**config.mk**
```make
export PLATFORM = sky130hd
export DESIGN_NAME = stopwatch_ctrl
export DESIGN_NICKNAME = d
export VERILOG_FILES = /design/src/rtl/stopwatch_pkg.sv /design/src/rtl/btn_debounce.sv /design/src/rtl/stopwatch_ctrl.sv
export SDC_FILE = /design/constraint.sdc
export NUM_CORES = 1
export LEC_CHECK = 0
export CAP_MARGIN = 25
export CELL_PAD_IN_SITES_DETAIL_PLACEMENT = 1
export CELL_PAD_IN_SITES_GLOBAL_PLACEMENT = 2
export CORE_MARGIN = 2
export CORE_UTILIZATION = 38
export DETAILED_ROUTE_END_ITERATION = 8
export PLACE_DENSITY = 0.79
export REMOVE_ABC_BUFFERS = 1
export SYNTH_ARGS = -nofsm -noshare
export SYNTH_HDL_FRONTEND = slang
export SYNTH_SLANG_ARGS = --single-unit
```
**constraint.sdc**
```tcl
create_clock -name clk -period 2.82 [get_ports clk]
set_clock_uncertainty 0.15 [all_clocks]
set_input_delay 0.564 -clock clk [delete_from_list [all_inputs] [get_ports clk]]
set_output_delay 0.564 -clock clk [all_outputs]
set_load 0.01 [all_outputs]
```
**src/rtl/stopwatch_pkg.sv**
```systemverilog
// rtl/stopwatch_pkg.sv - stopwatch state encoding and default timing constants
package stopwatch_pkg;

  typedef enum logic [1:0] {
    S_IDLE  = 2'b00,
    S_RUN   = 2'b01,
    S_PAUSE = 2'b10,
    S_LAP   = 2'b11
  } sw_state_e;

  localparam int unsigned DEF_DEBOUNCE_CYCLES = 500000;
  localparam int unsigned DEF_TICK_DIV        = 5000000;

endpackage

```
**src/rtl/btn_debounce.sv**
```systemverilog
// rtl/btn_debounce.sv - raw button synchronizer, debouncer and rising-edge press pulse
module btn_debounce
  import stopwatch_pkg::*;
#(
  parameter int unsigned DEBOUNCE_CYCLES = DEF_DEBOUNCE_CYCLES
) (
  input  logic clk,
  input  logic rst,
  input  logic btn_i,
  output logic press_o
);
  localparam int unsigned CNT_W = (DEBOUNCE_CYCLES > 1) ? $clog2(DEBOUNCE_CYCLES) : 1;
  localparam logic [CNT_W-1:0] CNT_MAX = CNT_W'(DEBOUNCE_CYCLES - 1);

  logic             sync1_q, sync2_q;
  logic             level_q, level_d;
  logic             prev_q, press_q;
  logic [CNT_W-1:0] cnt_q, cnt_d;

  // Counter only runs while the synced input disagrees with the accepted level.
  always_comb begin
    level_d = level_q;
    cnt_d   = '0;
    if (sync2_q != level_q) begin
      if (cnt_q == CNT_MAX) begin
        level_d = sync2_q;
      end else begin
        cnt_d = cnt_q + 1'b1;
      end
    end
  end

  always_ff @(posedge clk) begin
    if (rst) begin
      sync1_q <= 1'b0;
      sync2_q <= 1'b0;
      level_q <= 1'b0;
      cnt_q   <= '0;
      prev_q  <= 1'b0;
      press_q <= 1'b0;
    end else begin
      sync1_q <= btn_i;
      sync2_q <= sync1_q;
      level_q <= level_d;
      cnt_q   <= cnt_d;
      prev_q  <= level_q;
      press_q <= level_q & ~prev_q;
    end
  end

  assign press_o = press_q;

endmodule

```
**src/rtl/stopwatch_ctrl.sv**
```systemverilog
// rtl/stopwatch_ctrl.sv - stopwatch control FSM with debounced buttons and tick prescaler
module stopwatch_ctrl
  import stopwatch_pkg::*;
#(
  parameter int unsigned DEBOUNCE_CYCLES = DEF_DEBOUNCE_CYCLES,
  parameter int unsigned TICK_DIV        = DEF_TICK_DIV
) (
  input  logic       clk,
  input  logic       rst,
  input  logic       btn_ss,
  input  logic       btn_lap,
  input  logic       btn_clr,
  output logic       tick,
  output logic       clear,
  output logic       freeze,
  output logic [1:0] state
);
  localparam int unsigned PRE_W = (TICK_DIV > 1) ? $clog2(TICK_DIV) : 1;
  localparam logic [PRE_W-1:0] PRE_MAX = PRE_W'(TICK_DIV - 1);

  logic             ss_ev, lap_ev, clr_ev;
  logic             running;
  sw_state_e        state_q, state_d;
  logic [PRE_W-1:0] presc_q, presc_d;
  logic             tick_q, tick_d;
  logic             clear_q, clear_d;

  btn_debounce #(.DEBOUNCE_CYCLES(DEBOUNCE_CYCLES)) u_db_ss (
    .clk(clk), .rst(rst), .btn_i(btn_ss), .press_o(ss_ev)
  );
  btn_debounce #(.DEBOUNCE_CYCLES(DEBOUNCE_CYCLES)) u_db_lap (
    .clk(clk), .rst(rst), .btn_i(btn_lap), .press_o(lap_ev)
  );
  btn_debounce #(.DEBOUNCE_CYCLES(DEBOUNCE_CYCLES)) u_db_clr (
    .clk(clk), .rst(rst), .btn_i(btn_clr), .press_o(clr_ev)
  );

  assign running = (state_q == S_RUN) || (state_q == S_LAP);

  // clr outranks ss only where clr is legal, so an illegal clr never masks ss.
  always_comb begin
    state_d = state_q;
    clear_d = 1'b0;
    case (state_q)
      S_IDLE: begin
        if (clr_ev)     clear_d = 1'b1;
        else if (ss_ev) state_d = S_RUN;
      end
      S_RUN: begin
        if (ss_ev)       state_d = S_PAUSE;
        else if (lap_ev) state_d = S_LAP;
      end
      S_LAP: begin
        if (ss_ev)       state_d = S_PAUSE;
        else if (lap_ev) state_d = S_RUN;
      end
      S_PAUSE: begin
        if (clr_ev) begin
          state_d = S_IDLE;
          clear_d = 1'b1;
        end else if (ss_ev) begin
          state_d = S_RUN;
        end
      end
      default: state_d = S_IDLE;
    endcase
  end

  // Prescaler holds through PAUSE so a resume continues mid-period.
  always_comb begin
    presc_d = presc_q;
    tick_d  = 1'b0;
    if (state_d == S_IDLE) begin
      presc_d = '0;
    end else if (running) begin
      if (presc_q == PRE_MAX) begin
        presc_d = '0;
        tick_d  = 1'b1;
      end else begin
        presc_d = presc_q + 1'b1;
      end
    end
  end

  always_ff @(posedge clk) begin
    if (rst) begin
      state_q <= S_IDLE;
      presc_q <= '0;
      tick_q  <= 1'b0;
      clear_q <= 1'b0;
    end else begin
      state_q <= state_d;
      presc_q <= presc_d;
      tick_q  <= tick_d;
      clear_q <= clear_d;
    end
  end

  assign tick   = tick_q;
  assign clear  = clear_q;
  assign freeze = (state_q == S_LAP);
  assign state  = state_q;

endmodule

```
* Yosys cells after proc, flatten, opt, wreduce, memory -nomap -nowiden *
Index checks and enable logic that the tools add are counted.

word-level totals
  register bits after elaboration = 99
  input port bits = 5
  word-level logic and storage cells = 71

cells by class
  add/sub/neg operators = 4
  equality and inequality tests = 10
  mux-type cells = 11
  bitwise logic cells = 11
  reduce and logical (&&, ||, !) cells = 13

operators by type and width
  operator                 number
  $add A19 B1 Y19 const B  3
  $eq A19 B19 Y1 const B   3
  $add A23 B1 Y23 const B  1
  $eq A23 B23 Y1 const B   1
  $mux W23                 1
  $mux W2                  7
  $reduce_or A3 Y1         4
  $not A1 Y1               8
  $pmux W2 S4              1
  $reduce_and A2 Y1        3
  $reduce_or A2 Y1         3
  $eq A2 B2 Y1 const B     2
  $logic_not A2 Y1         2
  $and A1 B1 Y1            3
  $ne A1 B1 Y1             3
  $eq A2 B1 Y1 const B     1
  $mux W1                  2
  $logic_or A1 B1 Y1       1

* Longest topological paths before layout *
  word-level depth = 5
  mapped depth = 6
  gate-level depth less buffers = 5

* By module *
A second synthesis with hierarchy kept.

unflattened totals
  cells, all modules = 481
  area, all modules = 4325.4 um2

modules (own cells, without submodules)
  module          times used  cells an instance  area an instance (um2)  sequential area each (um2)
  btn_debounce    3           111                1019.7                  480.5
  stopwatch_ctrl  1           148                1266.2                  540.5

* Worst setup path before layout *
No wires, ideal clock.

  kind = reg2reg
  start = register u_db_ss.cnt_q[9]
  end = register u_db_ss.level_q
  arrival = 1.905 ns
  data required time = 2.596 ns
  slack = 0.691 ns
  cell stages (with the launch flop) = 6
  clock period less this slack = 2.129 ns
  path through = dfxtp_1 > buf_6 > or4b_1 > or4_4 > or4b_1 > o21ai_0

on the way
  longest elaborated chain between the ends = 2

RTL lines
  element                      line                RTL
  start: declaration           btn_debounce.sv:18  logic [CNT_W-1:0] cnt_q, cnt_d;
  start signal: assignment     btn_debounce.sv:45  cnt_q <= cnt_d;
  $eq A19 B19 Y1               btn_debounce.sv:25  if (cnt_q == CNT_MAX) begin
  $reduce_and A2 Y1 (no line)  -
  end signal: assignment       btn_debounce.sv:44  level_q <= level_d;
  end: declaration             btn_debounce.sv:16  logic level_q, level_d;

Every way passes these cells.
A chain may end at the register's enable or synchronous reset.

* Worst setup path after layout *
  start = register presc_q[0]
  end = register presc_q[6]

on the way
  longest elaborated chain between the ends = 2

RTL lines
  element                                            line                                        RTL
  start: declaration                                 stopwatch_ctrl.sv:24                        logic [PRE_W-1:0] presc_q, presc_d;
  start signal: assignment                           stopwatch_ctrl.sv:93                        presc_q <= presc_d;
  $add A23 B1 Y23 or $eq A23 B23 Y1 (tied branches)  stopwatch_ctrl.sv:80, stopwatch_ctrl.sv:76
  $mux W23 *                                         stopwatch_ctrl.sv:76                        if (presc_q == PRE_MAX) begin

Mark *: on every way between the ends. The rest lies on a longest branch, timed or not.

==> qor.yml <==
dp_hpwl_um: 6580
syn-mean-instance-area_um2: 8.72
yosys_warnings: 0
reg2reg_to: "presc_q[6]$_SDFFE_PP0N_"
place_area_um2: 4600
overflow: 0
avgRoutedWirePerCell_um: 14.5
synthArstFlopShare_pct: 0
area_delta_synth_final_pct: 13.4
seqCellArea_um2: 1980
final_area_um2: 4920
p_int_w: 0.00221
cts_hold_buf: 0
finalNonFillerCells: 659
multi_input_area_um2: 2210
start_util_pct: 38.5
cts.root.buffer_cell: "clkbuf_16"
crit_path_start_kind: "flip-flop"
slowest_stage: "o21ai_2"
grt_max_degree: 24
die_w_um: 111
synth_edf_count: 0
power.leakage_nw: 1.38
power_frac_clock_pct: 48.4
dp_cells: 644
grtUsageTotal_pct: 16.4
max_stage_delay_ps: 780
routed_wl_um: 9530
die_y_um: 111
rsz0062_at_grt: "false"
antennaDiodeCount: 0
ys.flop_type: "dfxtp_1"
cts_setup_buffers: 0
finalSetupViolCount: 0
syn_inst: 498
hold_class: "reg -> reg"
dr.pass1.iters: 4
hp-start: "u_db_ss.prev_q$_SDFF_PP0_"
fp.dieArea_um2: 12300
critical_path.max_fanout: 23
period_share_pct: 89.1
final_antenna_net_count: 0
r2r_start: "presc_q[0]$_SDFFE_PP0N_"
max_slew.worst_pin.slew_ps: 960
clock_latency_ps: 350
min_to: "u_db_ss.press_o$_SDFF_PP0_"
yosysSeqAreaShare_pct: 45.7
numPortBuffers: 9
cts_resized: 0
ir_drop_mv: 0.242
clock.fmax_mhz: 398
antenna_found_initial: 0
gp_congestion: 0.778
cts_buffers: 9
synth.distinct_cells: 42
synth_top_area_cell: "dfxtp_1"
ys_ff_latch: 99
end_kind: "flip-flop"
combPwrFrac_pct: 1.0
netlist_top_cells_count: "99 x dfxtp_1, 76 x nor2_1, 44 x xnor2_1, 28 x nand3_1, 26 x nand4_1"
ios: 10
path_class: "reg -> reg"
h-tree-depth: 3
fin_setup_tns_ps: 0
maxSlewViolCount: 0
power.density_nw_per_um2: 564
grt_pass1_vias: 3545
grt_pass1_wl_um: 16600
holdPathStages: 1
maxCapViolCount: 0
power_switching_w: 0.000563
yosys.area.top_type_share_pct: 45.7
path_clk_slew_ps: 70
synthTopCellsByArea: "dfxtp_1 46%, xnor2_1 8.9%, nor2_1 6.6%"
path_cells: "ha_1, nand3_1, or4_1, o21ai_2, nor2_1"
row_count: 39
vias_per_cell: 5.40
hold_viol_final: 0
yosysMostFrequentCell: "dfxtp_1"
period_needed_ps: 2510
max_slew_margin_pct: 36.0
netlist_area_um2: 4340
fin_nets: 521
vias: 3557
r2r_slack_ps: 310
p_sw_share_pct: 20.3
seq_power_share_pct: 50.6
fillCellCount: 1311
cts_tree: "done"
worstPathArrival_ps: 2560
clock-sinks: 99
cts_max_path_buffers: 2
status: "finished clean"
drt_iter0_drc: 104
drive_gt1_share_pct: 6.59
fp.coreArea_um2: 11300
r2r_cells: 5
required_ps: 2860
drc_errors: 0
-- cell families (layout without fill, tap and decap cells) --
logic type / after synthesis / count (layout) / share of synthesized area (%)
multiplexers: 2 / 2 / 0.461
AND/OR/NAND/NOR: 248 / 248 / 30.5
XOR/XNOR: 58 / 58 / 11.7
buffers and inverters: 36 / 54 / 3.49
AO/OA/AOI/OAI: 51 / 51 / 7.00
flip-flops: 99 / 99 / 45.7
adder cells (fa/ha/maj): 4 / 4 / 1.15
-- registers in the layout, summed over array words and instances (netlist names) --
register,cells
presc_q,23
u_db_clr.cnt_q,19
u_db_lap.cnt_q,19
u_db_ss.cnt_q,19
state,2
clear,1
tick,1
u_db_clr.level_q,1
u_db_clr.press_o,1
u_db_clr.prev_q,1
u_db_clr.sync1_q,1
u_db_clr.sync2_q,1
u_db_lap.level_q,1
u_db_lap.press_o,1
u_db_lap.prev_q,1
u_db_lap.sync1_q,1
u_db_lap.sync2_q,1
u_db_ss.level_q,1
u_db_ss.press_o,1
u_db_ss.prev_q,1
u_db_ss.sync1_q,1
u_db_ss.sync2_q,1
-- critical path, delay by kind of cell, from the launching register on --
kind,cells,cell delay [ps]
flops,1,400
fa+ha+maj,1,260
simple gates,3,770
compound gates,1,780
-- placed cells by master, fill, tap and decap left out, drive strengths merged, types with 6 or more instances in the layout --
| master | n |
|---|---|
| a21oi | 22 |
| buf | 9 |
| clkbuf | 11 |
| clkdlybuf4s50 | 9 |
| dfxtp | 99 |
| inv | 21 |
| nand2 | 22 |
| nand3 | 28 |
| nand4 | 27 |
| nor2 | 76 |
| nor2b | 11 |
| nor3 | 19 |
| nor4 | 17 |
| o21ai | 15 |
| o31ai | 6 |
| or3 | 8 |
| or4 | 10 |
| xnor2 | 44 |
| xor2 | 14 |
-- power groups by stage --
| stage | registers (W) | logic (W) | clock network [W] |
|---|---|---|---|
| after floorplan | 0.00144 | 0.0000114 | 0 |
| after global placement | 0.00144 | 0.0000278 | 0 |
| after detailed placement | 0.00144 | 0.0000286 | 0 |
| after CTS | 0.00141 | 0.0000287 | 0.00138 |
| after global routing | 0.00141 | 0.0000315 | 0.00144 |
| final | 0.00141 | 0.0000277 | 0.00134 |
-- cell type report --
cell class | instances | share of cell area [%]
Clock buffer | 11 | 4.93
Timing Repair Buffer | 18 | 3.20
Sequential cell | 99 | 40.3
Multi-Input combinational cell | 363 | 44.8
Inverter | 21 | 1.60
Clock inverter | 4 | 1.53
Tap cell | 143 | 3.63
-- stage by stage --
step / power, W / hold WS, ps / setup WS (ps) / util (%)
2_1_floorplan: 0.00145 / 217 / 607 / -
3_3_place_gp: 0.00147 / 222 / 346 / 40.8
4_1_cts: 0.00282 / 241 / 251 / 43.7
5_1_grt: 0.00288 / 242 / 113 / 43.7
3_5_place_dp: 0.00147 / 231 / 234 / 40.8
6_report: 0.00278 / 233 / 307 / 43.7
-- routing by layer --
layer / up-vias / global-route usage (%) / part of all wire [%]
li1: 1780 / - / -
met1: 1745 / 20.8 / 48
met2: 19 / 27.1 / 48
met3: 13 / 3.06 / 1.8
met4: 0 / 7.58 / 1.9
met5: - / 0 / 0
-- worst max path at each step --
stage / startpoint / slack [ps] / end / cells after the start
after floorplan: state[0]$_SDFF_PP0_ / 610 / presc_q[0]$_SDFFE_PP0N_ / 4
after global placement: presc_q[6]$_SDFFE_PP0N_ / 350 / presc_q[11]$_SDFFE_PP0N_ / 4
after detailed placement: presc_q[0]$_SDFFE_PP0N_ / 230 / presc_q[1]$_SDFFE_PP0N_ / 5
after CTS: presc_q[0]$_SDFFE_PP0N_ / 250 / presc_q[6]$_SDFFE_PP0N_ / 5
after global routing: presc_q[0]$_SDFFE_PP0N_ / 110 / presc_q[15]$_SDFFE_PP0N_ / 5
final: presc_q[0]$_SDFFE_PP0N_ / 310 / presc_q[6]$_SDFFE_PP0N_ / 5
(Power assumes the default switching activity.)
